==> src/rtl/hpdcache_mem_req_rr_credit_arbiter.sv <==
// Round-robin arbiter that shares one memory read-request channel among N
// requesters. Each requester holds a credit counter of in-flight
// transactions and is skipped while that counter sits at MAX_OUTSTANDING.
// Once a grant is presented and stalled, it is locked until its handshake.
//
// Optional build macro HPDCACHE_ARB_PERF_EN: when it is defined,
// perf_blocked_o counts the cycles in which a valid requester was
// credit-blocked. When it is not defined, perf_blocked_o is tied to zero.
module hpdcache_mem_req_rr_credit_arbiter #(
    parameter int unsigned N               = 4,
    parameter int unsigned MAX_OUTSTANDING = 8,
    parameter type         hpdcache_mem_req_t = logic,
    localparam int unsigned CW = $clog2(MAX_OUTSTANDING + 1),
    localparam int unsigned IW = (N > 1) ? $clog2(N) : 1
) (
    input  logic                         clk_i,
    input  logic                         rst_i,
    input  logic [N-1:0]                 req_valid_i,
    output logic [N-1:0]                 req_ready_o,
    input  hpdcache_mem_req_t [N-1:0]    req_i,
    input  logic                         mem_req_ready_i,
    output logic                         mem_req_valid_o,
    output hpdcache_mem_req_t            mem_req_o,
    output logic [IW-1:0]                gnt_index_o,
    input  logic                         rsp_done_i,
    input  logic [IW-1:0]                rsp_done_idx_i,
    output logic [N-1:0][CW-1:0]         outstanding_o,
    output logic                         idle_o,
    output logic [31:0]                  perf_blocked_o
);

    localparam logic [CW-1:0] MAX_CNT = CW'(MAX_OUTSTANDING);

    logic [IW-1:0]         ptr_q, ptr_d;
    logic                  lock_q, lock_d;
    logic [IW-1:0]         lock_idx_q, lock_idx_d;
    logic [IW-1:0]         gnt_q, gnt_d;
    logic [N-1:0][CW-1:0]  cnt_q, cnt_d;

    logic [N-1:0]          full;
    logic [N-1:0]          eligible;
    logic                  hi_found, lo_found, scan_found;
    logic [IW-1:0]         hi_idx, lo_idx, scan_idx;
    logic                  lock_elig;
    logic [IW-1:0]         gnt_sel;
    logic                  hs;
    logic [N-1:0]          inc_vec, dec_vec;
    logic                  rsp_idx_ok;
    logic                  rsp_cnt_nz;

    // Credit state: a requester is eligible only while it has credit left
    always_comb begin
        for (int unsigned i = 0; i < N; i++) begin
            full[i] = (cnt_q[i] == MAX_CNT);
        end
        eligible = req_valid_i & ~full;
    end

    // Rotating priority scan: first look at indices at or above ptr, then wrap to the bottom
    always_comb begin
        hi_found = 1'b0;
        hi_idx   = '0;
        lo_found = 1'b0;
        lo_idx   = '0;
        for (int unsigned i = 0; i < N; i++) begin
            if (!hi_found && eligible[i] && (IW'(i) >= ptr_q)) begin
                hi_found = 1'b1;
                hi_idx   = IW'(i);
            end
        end
        for (int unsigned i = 0; i < N; i++) begin
            if (!lo_found && eligible[i]) begin
                lo_found = 1'b1;
                lo_idx   = IW'(i);
            end
        end
        scan_found = hi_found | lo_found;
        scan_idx   = hi_found ? hi_idx : lo_idx;
    end

    // Grant selection; a stalled grant stays locked on its index
    always_comb begin
        lock_elig = 1'b0;
        for (int unsigned i = 0; i < N; i++) begin
            if (IW'(i) == lock_idx_q) begin
                lock_elig = eligible[i];
            end
        end
        gnt_sel         = lock_q ? lock_idx_q : scan_idx;
        mem_req_valid_o = lock_q ? lock_elig : scan_found;
        hs              = mem_req_valid_o & mem_req_ready_i;
    end

    // Payload mux, per-requester ready, and the visible grant index
    always_comb begin
        mem_req_o   = req_i[0];
        req_ready_o = '0;
        for (int unsigned i = 0; i < N; i++) begin
            if (IW'(i) == gnt_sel) begin
                mem_req_o      = req_i[i];
                req_ready_o[i] = hs;
            end
        end
        gnt_index_o = mem_req_valid_o ? gnt_sel : gnt_q;
    end

    // Pointer, lock, and last-grant next state
    always_comb begin
        ptr_d      = ptr_q;
        lock_d     = lock_q;
        lock_idx_d = lock_idx_q;
        gnt_d      = gnt_q;
        if (mem_req_valid_o) begin
            gnt_d = gnt_sel;
        end
        if (hs) begin
            lock_d = 1'b0;
            ptr_d  = (gnt_sel == IW'(N - 1)) ? '0 : gnt_sel + IW'(1);
        end else if (mem_req_valid_o) begin
            lock_d     = 1'b1;
            lock_idx_d = gnt_sel;
        end
    end

    // Credit counters: +1 on handshake, -1 on completion, and both together cancel
    always_comb begin
        inc_vec    = '0;
        dec_vec    = '0;
        rsp_idx_ok = 1'b0;
        rsp_cnt_nz = 1'b0;
        cnt_d      = cnt_q;
        for (int unsigned i = 0; i < N; i++) begin
            if (rsp_done_idx_i == IW'(i)) begin
                rsp_idx_ok = 1'b1;
                rsp_cnt_nz = (cnt_q[i] != '0);
            end
            inc_vec[i] = hs && (gnt_sel == IW'(i));
            dec_vec[i] = rsp_done_i && (rsp_done_idx_i == IW'(i)) && (cnt_q[i] != '0);
            if (inc_vec[i] && !dec_vec[i]) begin
                cnt_d[i] = cnt_q[i] + CW'(1);
            end else if (dec_vec[i] && !inc_vec[i]) begin
                cnt_d[i] = cnt_q[i] - CW'(1);
            end
        end
    end

    // State registers with synchronous reset
    always_ff @(posedge clk_i) begin
        if (rst_i) begin
            ptr_q      <= '0;
            lock_q     <= 1'b0;
            lock_idx_q <= '0;
            gnt_q      <= '0;
            cnt_q      <= '0;
        end else begin
            ptr_q      <= ptr_d;
            lock_q     <= lock_d;
            lock_idx_q <= lock_idx_d;
            gnt_q      <= gnt_d;
            cnt_q      <= cnt_d;
        end
    end

    assign outstanding_o = cnt_q;
    assign idle_o        = (cnt_q == '0) && (req_valid_i == '0);

`ifdef HPDCACHE_ARB_PERF_EN
    logic [31:0] perf_q, perf_d;

    // Saturating count of cycles with at least one credit-blocked valid requester
    always_comb begin
        perf_d = perf_q;
        if (((req_valid_i & full) != '0) && (perf_q != 32'hFFFF_FFFF)) begin
            perf_d = perf_q + 32'd1;
        end
    end

    // Performance counter register
    always_ff @(posedge clk_i) begin
        if (rst_i) begin
            perf_q <= 32'd0;
        end else begin
            perf_q <= perf_d;
        end
    end

    assign perf_blocked_o = perf_q;
`else
    assign perf_blocked_o = 32'd0;
`endif

`ifndef SYNTHESIS
    // Completions must name an existing requester that has a transaction in flight
    always_ff @(posedge clk_i) begin
        if (!rst_i && rsp_done_i) begin
            assert (rsp_idx_ok)
                else $error("rsp_done_idx_i out of range");
            assert (!rsp_idx_ok || rsp_cnt_nz)
                else $error("rsp_done_i on requester with no outstanding transaction");
        end
    end
`endif

endmodule

==> config.mk <==
export PLATFORM = sky130hd
export DESIGN_NAME = hpdcache_mem_req_rr_credit_arbiter
export DESIGN_NICKNAME = d
export VERILOG_FILES = /design/src/rtl/hpdcache_mem_req_rr_credit_arbiter.sv
export SDC_FILE = /design/constraint.sdc
export NUM_CORES = 1
export LEC_CHECK = 0
export ABC_AREA = 1
export CAP_MARGIN = 30
export CELL_PAD_IN_SITES_DETAIL_PLACEMENT = 0
export CELL_PAD_IN_SITES_GLOBAL_PLACEMENT = 1
export CORE_ASPECT_RATIO = 1.1
export CORE_UTILIZATION = 44
export DETAILED_ROUTE_END_ITERATION = 6
export DONT_BUFFER_PORTS = 1
export GPL_ROUTABILITY_DRIVEN = 0
export HOLD_SLACK_MARGIN = 0.02
export PLACE_DENSITY = 0.84
export SLEW_MARGIN = 20
export SYNTH_ARGS = -nofsm -noshare
export SYNTH_HDL_FRONTEND = slang
export SYNTH_SLANG_ARGS = --single-unit
==> constraint.sdc <==
create_clock -name clk_i -period 3.5 [get_ports clk_i]
set_input_delay 1.05 -clock clk_i [delete_from_list [all_inputs] [get_ports clk_i]]
set_output_delay 1.05 -clock clk_i [all_outputs]
set_load 0.005 [all_outputs]
==> impl_metrics.ini, run 1 <==
[global_route]
grt-ovfl-total = 0
antenna_found_initial = 0
grt_pass1_wl_mm = 6.60
grt_max_degree = 16
grt_pass1_vias = 1494
grtUsageTotal_pct = 17.8

[detailed_routing]
antenna_left = 0
wl_per_cell_um = 11.2
route.met3.wl_um = 279
vias = 1624
drc = 0
avgViaCountPerCell = 4.60
maxUsedRoutingLayer = met4
finalWirelength_mm = 3.94
dr.pass1.iters = 4
met2_length_mm = 1.83
drt-met1-wl_mm = 1.78
initialDrtViolationCount = 51

[synth]
synthTopCellsByArea = dfxtp_1 23%, buf_4 12%, ha_1 10%, nand2_1 8.8%, inv_1 8.4%
yosys.area.top_type = dfxtp_1
synth_ff_type = dfxtp_1
avgSynthCellArea_um2 = 6.92
synth_area_mm2 = 0.00201
synth_adder_area_share_pct = 14.0
synth_top_cells_by_count = 47 x nand2_1, 45 x inv_1, 32 x buf_4, 32 x nor2_1, 23 x dfxtp_1
synth_edf_count = 0
ys_ff_latch = 23
yosys_warnings = 0
syn_inst = 290
synth_simple_gate_area_share_pct = 30.7
post-synth-top-count-cell = nand2_1
synthMuxAreaShare_pct = 0
synth_top_area_share_pct = 22.9
synthArstFlopShare_pct = 0
synth-compound-area-share_pct = 8.91
synth_top_family_by_area = simple AND/OR/NAND/NOR gates
synth-seq-area-share_pct = 22.9
synth_cell_type_count = 24
synth-xor-area-share_pct = 2.18

[cts]
hold_buffers = 0
clkTransAtPathRegs_ns = 0.09
clk_latency_ns = 0.27
h-tree-depth = 1
cts_tree = built
cts_root_buf = clkbuf_8
cts_buffer_depth = 2
ctsResizeCount = 0
clock-sinks = 23
cts_made_buffers = 3
post-cts-setup-buffers = 0

[placed_design]
dpl-instance-area_mm2 = 0.00200
dp_slack_ns = 0.0814
dp_cells = 349
hpwl_mm = 3.23
port_buffers = 0

[critical_path]
reg2reg_to = outstanding_o[15]
cp-start-kind = primary input
worst-setup-path-type = primary input to output pin
critPathRequiredTime_ns = 2.45
rr_startpoint = outstanding_o[12]
arrival_ns = 2.27
critPathMaxFanout = 5
r2r_cells = 24
rrSetupSlack_ns = 0.47
critPathCaptureType = output pin

[timing]
final-max-slew-violation-count = 0
hold_violations = 0
setup_viol = 0
fmax_mhz = 301
finalWorstSetupSlack_ns = 0.177
skew_ns = 0.00258
rsz0062_at_grt = yes
fin_crit_ns = 3.32
final.period_utilization_pct = 95.0

[power]
power_density_mw_per_mm2 = 660
ir_worst_vdd_mv = 0.232
power.total_mw = 1.36
p_leak_nw = 1.06

[cells_and_area]
fin_util_pct = 47.3
fin_area_mm2 = 0.00206
instances_no_fill = 353
fin_nets = 334
area_growth_pct = 2.49
drive_gt1_share_pct = 15.1
diodes = 0

[worst_hold_path]
hp-class = flop to flop
hold_path_startpoint = outstanding_o[1]
hold-path-endpoint = outstanding_o[1]
holdPathStages = 2

[floorplan]
num_rows = 25
core-area_mm2 = 0.00435
initial_core_util_pct = 46.2
die_x_um = 66.4
fp.dieH_um = 72.9
dieArea_mm2 = 0.00484
ios = 71

[outcome]
status = finished, final reports clean

[flow_run]
cap_violations = 0
## worst max-delay path, stage by stage
cell and delay [ns]:
nand3_1 0.10, nand3_1 0.09, nor2_2 0.11, nand2_1 0.07, nand2_2 0.08, nand2_2 0.09, ha_1 0.23, inv_1 0.07
nand2_1 0.05, nand3_1 0.05, o21ai_0 0.11, o21ai_1 0.18
## layout by cell type (no fill, tap or decap)
cell type  instances
a21oi_1           17
dfxtp_2            2
dfxtp_1           21
o21ai_0           16
nand3_1           13
nor2_4             1
ha_1              15
nand2_4            2
nand2_1           46
nor2_2             7
conb_1            32
inv_2              2
clkinv_2           1
nand3_2            6
nand4_1            4
and2_1             1
fa_1               4
clkbuf_8           3
nor2_1            32
nand2_2           10
inv_1             45
buf_4              8
nand3_4            1
ha_2               1
xor2_1             5
nor4_1             2
a21oi_2            1
o21ai_1            1
## sequential cells by signal (all words and copies together) (netlist names)
name and count:
outstanding_o 16, gnt_q 2, lock_idx_q 2, ptr_q 2
lock_q 1
## worst max-delay path by stage
stage	start	to	slack [ns]	cells after the start
final	req_valid_i[0]	mem_req_o	0.18	12
after global routing	req_valid_i[0]	mem_req_o	-0.01	12
after CTS	req_valid_i[0]	mem_req_o	0.13	12
after detailed placement	req_valid_i[0]	outstanding_o[11]	0.08	21
after floorplan	req_valid_i[3]	outstanding_o[7]	0.26	21
after global placement	req_valid_i[0]	outstanding_o[3]	0.1	21
## per-stage QoR
| stage | hold slack (ns) | TNS (ns) |
|---|---|---|
| final | 0.507 | 0 |
| after global routing | 0.555 | -0.0133 |
| after global placement | 0.516 | 0 |
| after detailed placement | 0.526 | 0 |
| after CTS | 0.542 | 0 |
| after floorplan | 0.495 | 0 |
## report_power, final
part / switching (mW) / total [mW] / internal [mW]
clock network: 0.0933 / 0.173 / 0.0797
logic: 0.452 / 0.743 / 0.291
registers: 0.102 / 0.443 / 0.341
total: 0.647 / 1.36 / 0.712
## area by class of cell
cell class | instances | area, um^2
Clock buffer | 3 | 41.3
Clock inverter | 1 | 5.00
Fill cell | 463 | 2290
Inverter | 47 | 176
Multi-Input combinational cell | 217 | 1240
Sequential cell | 23 | 463
Tap cell | 54 | 67.6
Timing Repair Buffer | 8 | 60.1
## logic make-up (layout without fill, tap and decap cells)
kind of cell,Yosys count,in the layout
adder cells (fa/ha/maj),20,20
buffers and inverters,81,59
flip-flops,23,23
AND/OR/NAND/NOR,125,125
AO/OA/AOI/OAI,35,35
XOR/XNOR,5,5
other,1,32
## metal layers
layer  global-route usage, %  vias up
li1                        -      864
met1                    21.7      702
met2                    30.7       53
met3                    4.06        5
met4                    5.91        0
met5                       0        -
No activity file was read; power rests on OpenSTA's default activity.
==> run 2, diff against run 1 <==
ABC_AREA = not set   (was 1)
CORE_UTILIZATION = 46   (was 44)
PLACE_DENSITY = 0.83   (was 0.84)
==> impl_metrics.ini, run 2 <==
[outcome]
status = finished, violations left
violations = negative setup slack

[critical_path]
worst-setup-path-type = flop to output pin
worst_path_max_delay_cell = or4b_4
critPathRequiredTime_ns = 2.45
slowest_delay_ns = 0.59
cp-start-kind = flop
critPathCaptureType = output pin
path_delay_family = compound AO/OA/AOI/OAI gates
arrival_ns = 2.47
cp_num_buf_inv = 2
critPathMaxFanout = 5
crit_chain = or4b_4, a32oi_4, o31ai_4, a31oi_4, inv_2, ha_4, buf_6, nor2_2, a21oi_2, o21ai_1

[cells_and_area]
diodes = 0
multi_input_area_mm2 = 0.00143
area_growth_pct = 26.4
final_common_cell = buf_4
seq_area_um2 = 462
fin_nets = 294
num-fill-cells = 354
final_cell_mix = 42 x buf_4, 32 x conb_1, 22 x nor2_1, 22 x dfxtp_1
drive_gt1_share_pct = 36.3
largest_reg_flops = 16

[synth]
synthArstFlopShare_pct = 0
synth-seq-area-share_pct = 24.4
synth_cell_type_count = 47
synth_top_area_share_pct = 24.4
synth_ff_type = dfxtp_1
yosys_warnings = 0
post-synth-top-count-cell = buf_4
synth_edf_count = 0
synth_top_cells_by_count = 32 x buf_4, 23 x dfxtp_1, 23 x nor2_1
avgSynthCellArea_um2 = 8.82
synth_area_mm2 = 0.00189
yosys.area.top_type = dfxtp_1
ys_ff_latch = 23
syn_inst = 214
synthTopCellsByArea = dfxtp_1 24%, buf_4 13%, ha_1 11%, nor2_1 4.6%, fa_1 4.2%

[power]
switching_power_mw = 0.852
power_frac_clock_pct = 8.1
ir_worst_vdd_mv = 0.395
p_comb_share_pct = 70.7
power_density_mw_per_mm2 = 867
p_leak_nw = 1.09
power_frac_seq_pct = 21.2
swShare_pct = 41.2
intPower_mw = 1.22

[detailed_routing]
drc = 0
dr.pass1.iters = 4
avgViaCountPerCell = 5.12
wl_per_cell_um = 13.6
antenna_left = 0
finalWirelength_mm = 4.23
initialDrtViolationCount = 36
vias = 1591

[timing]
rsz0062_at_grt = yes
setup_viol = 1
final-max-slew-violation-count = 0
fmax_mhz = 284
skew_ns = 0.00299
final.period_utilization_pct = 100
tns_ns = -0.0172
hold_violations = 0
fin_crit_ns = 3.52
finalWorstSetupSlack_ns = -0.0172

[floorplan]
fp.dieH_um = 69.2
dieArea_mm2 = 0.00436
core-area_mm2 = 0.00393
num_rows = 24
ios = 71
die_x_um = 63.1
initial_core_util_pct = 48.0

[cts]
clock-sinks = 23
clkTransAtPathRegs_ns = 0.08
cts_tree = built
cts_made_buffers = 3
h-tree-depth = 1
cts_buffer_depth = 2
cts_root_buf = clkbuf_8
clk_latency_ns = 0.26

[global_route]
antenna_found_initial = 0
grt_max_degree = 24
grtUsageTotal_pct = 19.7
grt_pass1_vias = 1512
grt-ovfl-total = 0
grt_pass1_wl_mm = 6.96

[placed_design]
dp_slack_ns = -0.145
port_buffers = 0
hpwl_mm = 3.20

[worst_hold_path]
hp-class = flop to flop

[flow_run]
cap_violations = 0
run 2: changes by cell type after synthesis, moves of 4 or more:
cell,change
nor2_2,-6
nand3_2,-6
nand2_1,-41
nand2_2,-9
nor2_1,-9
inv_1,-35
mux2i_1,+8
nand3_1,-11
xnor2_1,+8
o21ai_0,-12
a21o_1,+4
or3_1,+5
run 2: layout make-up:
type	instances	share of cell area (%)
multi-input cells	177	59.8
flip-flops and latches	23	19.3
repair buffers	45	14.6
well taps	52	2.73
clock buffers	4	1.89
inverters	10	1.57
run 2: path summary, 6_finish.rpt:
kind	end	slack, ns	startpoint	cells after the start
min reg2reg	lock_idx_q[1]	0.55	lock_idx_q[1]	2
max reg2reg	outstanding_o[15]	0.11	outstanding_o[0]	14
min	lock_idx_q[1]	0.55	lock_idx_q[1]	2
max	mem_req_o	-0.02	outstanding_o[0]	10
run 2: power by group through the flow:
stage	Combinational, mW	Sequential [mW]	Clock [mW]
2_1_floorplan	0.862	0.491	0
3_3_place_gp	1.29	0.433	0
3_5_place_dp	1.32	0.436	0
4_1_cts	1.36	0.435	0.170
5_1_grt	1.62	0.453	0.181
6_report	1.46	0.439	0.168
run 2: tightest hold or removal path, stage by stage, from the launching register on:
cell and delay, ns:
dfxtp_1 0.36, mux2i_1 0.08, nor2_1 0.08
run 2: repair_timing:
item / 4_1_cts / 5_1_grt
buffers inserted: 2 / 3
resized for setup: 7 / 19
pin swaps: 3 / 13
hold buffers: 0 / 0
endpoints found under the setup margin: 5 / 8
run 2: cell families (layout without fill, tap and decap cells):
logic type / count (synthesis) / after routing / synth area share [%]
muxes: 10 / 10 / 5.83
adders and majority gates: 20 / 20 / 14.8
AOI/OAI and AO/OA: 36 / 36 / 13.1
other: 1 / 32 / 0.199
xor gates and xnor gates: 12 / 12 / 5.57
DFF: 23 / 23 / 24.4
buffers and inverters: 45 / 59 / 15.4
and+or+nand+nor: 67 / 67 / 20.7
run 2: routing by layer:
metal	up-vias	track usage, %	part of all wire (%)
met5	-	0	0
met4	0	6.98	1.4
met3	6	2.30	3.5
met2	44	34.6	52
met1	762	24.5	43
li1	779	-	-
run 2: per-stage QoR:
| step | hold WS, ns | std cells | total power, mW | util (%) | cell area [um^2] |
|---|---|---|---|---|---|
| 6_report | 0.546 | 311 | 2.07 | 60.7 | 2390 |
| 5_1_grt | 0.583 | 311 | 2.26 | 60.7 | 2390 |
| 4_1_cts | 0.553 | 308 | 1.96 | 58.0 | 2280 |
| 3_5_place_dp | 0.533 | 302 | 1.76 | 55.8 | 2200 |
| 3_3_place_gp | 0.509 | 302 | 1.72 | 55.8 | 2200 |
| 2_1_floorplan | 0.475 | 245 | 1.35 | - | 2080 |
==> RTL change: new RTL, config.mk and constraints of run 1 <==
Change the parameter `N` from 4 to 16.
--- a/src/rtl/hpdcache_mem_req_rr_credit_arbiter.sv
+++ b/src/rtl/hpdcache_mem_req_rr_credit_arbiter.sv
@@ -7,7 +7,7 @@
 // perf_blocked_o counts the cycles in which a valid requester was
 // credit-blocked. When it is not defined, perf_blocked_o is tied to zero.
 module hpdcache_mem_req_rr_credit_arbiter #(
-    parameter int unsigned N               = 4,
+    parameter int unsigned N               = 16,
     parameter int unsigned MAX_OUTSTANDING = 8,
     parameter type         hpdcache_mem_req_t = logic,
     localparam int unsigned CW = $clog2(MAX_OUTSTANDING + 1),
Interface: changed (6 resized); port bits go from 71 to 159. The function was not compared with the original's and may differ.
==> RTL change against run 1 <==
  * The flow now finishes with violations (setup timing)
  * Power grew to 3.8 times the old value
  * Utilization increased by 34 points
  * Non-clock buffer count is 358 higher
  * Area after synthesis rose to 3.2 times the old value
  * Clock power increased to 6.3 times the old value
  * Sequential cell count is 54 higher
  * Routed wire length increased to 7.4 times the old value
  * Design area rose to 5.7 times the old value
  * Hold slack gained 58 ps
  * Worst setup slack worse by 1900 ps
  * Critical endpoint unchanged
  * Largest power group unchanged
==> RTL change: results <==
export IMPL_status="finished with violations"
export IMPL_violations="setup timing"
export IMPL_num_fill_cells=801
export IMPL_syn_inst=931
export IMPL_nets=1405
export IMPL_grt_use_total_pct=32.2
export IMPL_ir_drop_uv=239
export IMPL_wirelength_um=29200
export IMPL_vias=8275
export IMPL_seq_area_frac_synth_pct=23.8
export IMPL_cts_root_buf="clkbuf_16"
export IMPL_grt_max_degree=45
export IMPL_largest_reg_flops=64
export IMPL_wl_per_cell_um=19.5
export IMPL_cts_htree_levels=3
export IMPL_grt_pass1_wl_um=38400
export IMPL_arrival_ps=4170
export IMPL_antenna_found_initial=1
export IMPL_synth_top_cells_by_count="152 x inv_1, 118 x nor2_1, 110 x nand2_1"
export IMPL_setup_ws_ps=-1720
export IMPL_netSwitchingPower_w=0.00208
export IMPL_drtPass1Iterations=5
export IMPL_clkTransAtPathRegs_ps=60
export IMPL_setup_viol=87
export IMPL_clk_latency_ps=360
export IMPL_cts_buffers=9
export IMPL_first_global_vias=7931
export IMPL_drive_above_1_share_pct=51.1
export IMPL_skew_ps=7.02
export IMPL_crit_path_top_delay_cell="o31ai_2"
export IMPL_hpwl_um=17500
export IMPL_drt_initial_drc_count=610
-- RTL change: final timing paths --
check                  from                 to  slack [ps]  cells after the start
min reg2reg        gnt_q[1]           gnt_q[1]         570                      3
max reg2reg        ptr_q[3]  outstanding_o[47]       -1130                     35
min                gnt_q[1]           gnt_q[1]         570                      3
max          req_valid_i[7]          mem_req_o       -1720                     31
-- RTL change: per-stage QoR --
stage | total power, W | instance area, µm² | util [%] | TNS, ps
2_1_floorplan | 0.00232 | 7310 | - | -36830
6_report | 0.00521 | 11700 | 81.4 | -69670
3_5_place_dp | 0.00321 | 9560 | 66.5 | -71090
4_1_cts | 0.00474 | 11000 | 76.2 | -44720
3_3_place_gp | 0.00317 | 9560 | 66.5 | -66110
5_1_grt | 0.00545 | 11700 | 81.4 | -79020
-- RTL change: cell type report --
| class | instances | area share [%] |
|---|---|---|
| antenna | 2 | 0.0427 |
| tap | 192 | 2.05 |
| sequential | 77 | 13.2 |
| multi-input combinational | 685 | 49.6 |
| timing repair buffer | 366 | 26.6 |
| clock buffer | 11 | 2.16 |
| inverter | 158 | 5.66 |
| clock inverter | 5 | 0.694 |
-- RTL change: power by group through the flow --
| stage | Clock [W] | Sequential [W] | Combinational (W) |
|---|---|---|---|
| after floorplan | 0 | 0.00110 | 0.00122 |
| after global placement | 0 | 0.00104 | 0.00213 |
| after detailed placement | 0 | 0.00104 | 0.00217 |
| after CTS | 0.00108 | 0.00102 | 0.00264 |
| after global routing | 0.00114 | 0.00104 | 0.00327 |
| final | 0.00109 | 0.00103 | 0.00309 |
-- RTL change: kinds of logic (layout without fill, tap and decap cells) --
group	Yosys count	count (layout)	synth area share [%]
compound gates	187	187	16.3
fa+ha+maj	68	68	15.0
simple gates	367	367	27.1
flops	77	77	23.8
buf+inv	200	540	13.5
other cells	1	34	0.0580
xor+xnor	31	31	4.20
-- RTL change: critical path, delay by kind of cell --
kind	cells	cell delay [ps]
compound gates	5	1070
fa+ha+maj	1	170
buf+inv	6	690
simple gates	19	1160
-- RTL change: per-layer routing --
metal	up-vias	track usage (%)	share of wire, %
li1	3762	-	-
met1	3883	33.7	34
met2	457	57.5	49
met3	173	8.71	9.0
met4	0	21.6	7.2
met5	-	0	0
-- RTL change: timing repair --
item,4_1_cts,5_1_grt
resized for setup,191,122
cloned,0,0
buffers inserted,42,30
endpoints found under the setup margin,77,86
pin swaps,61,65
hold endpoints to repair,0,0
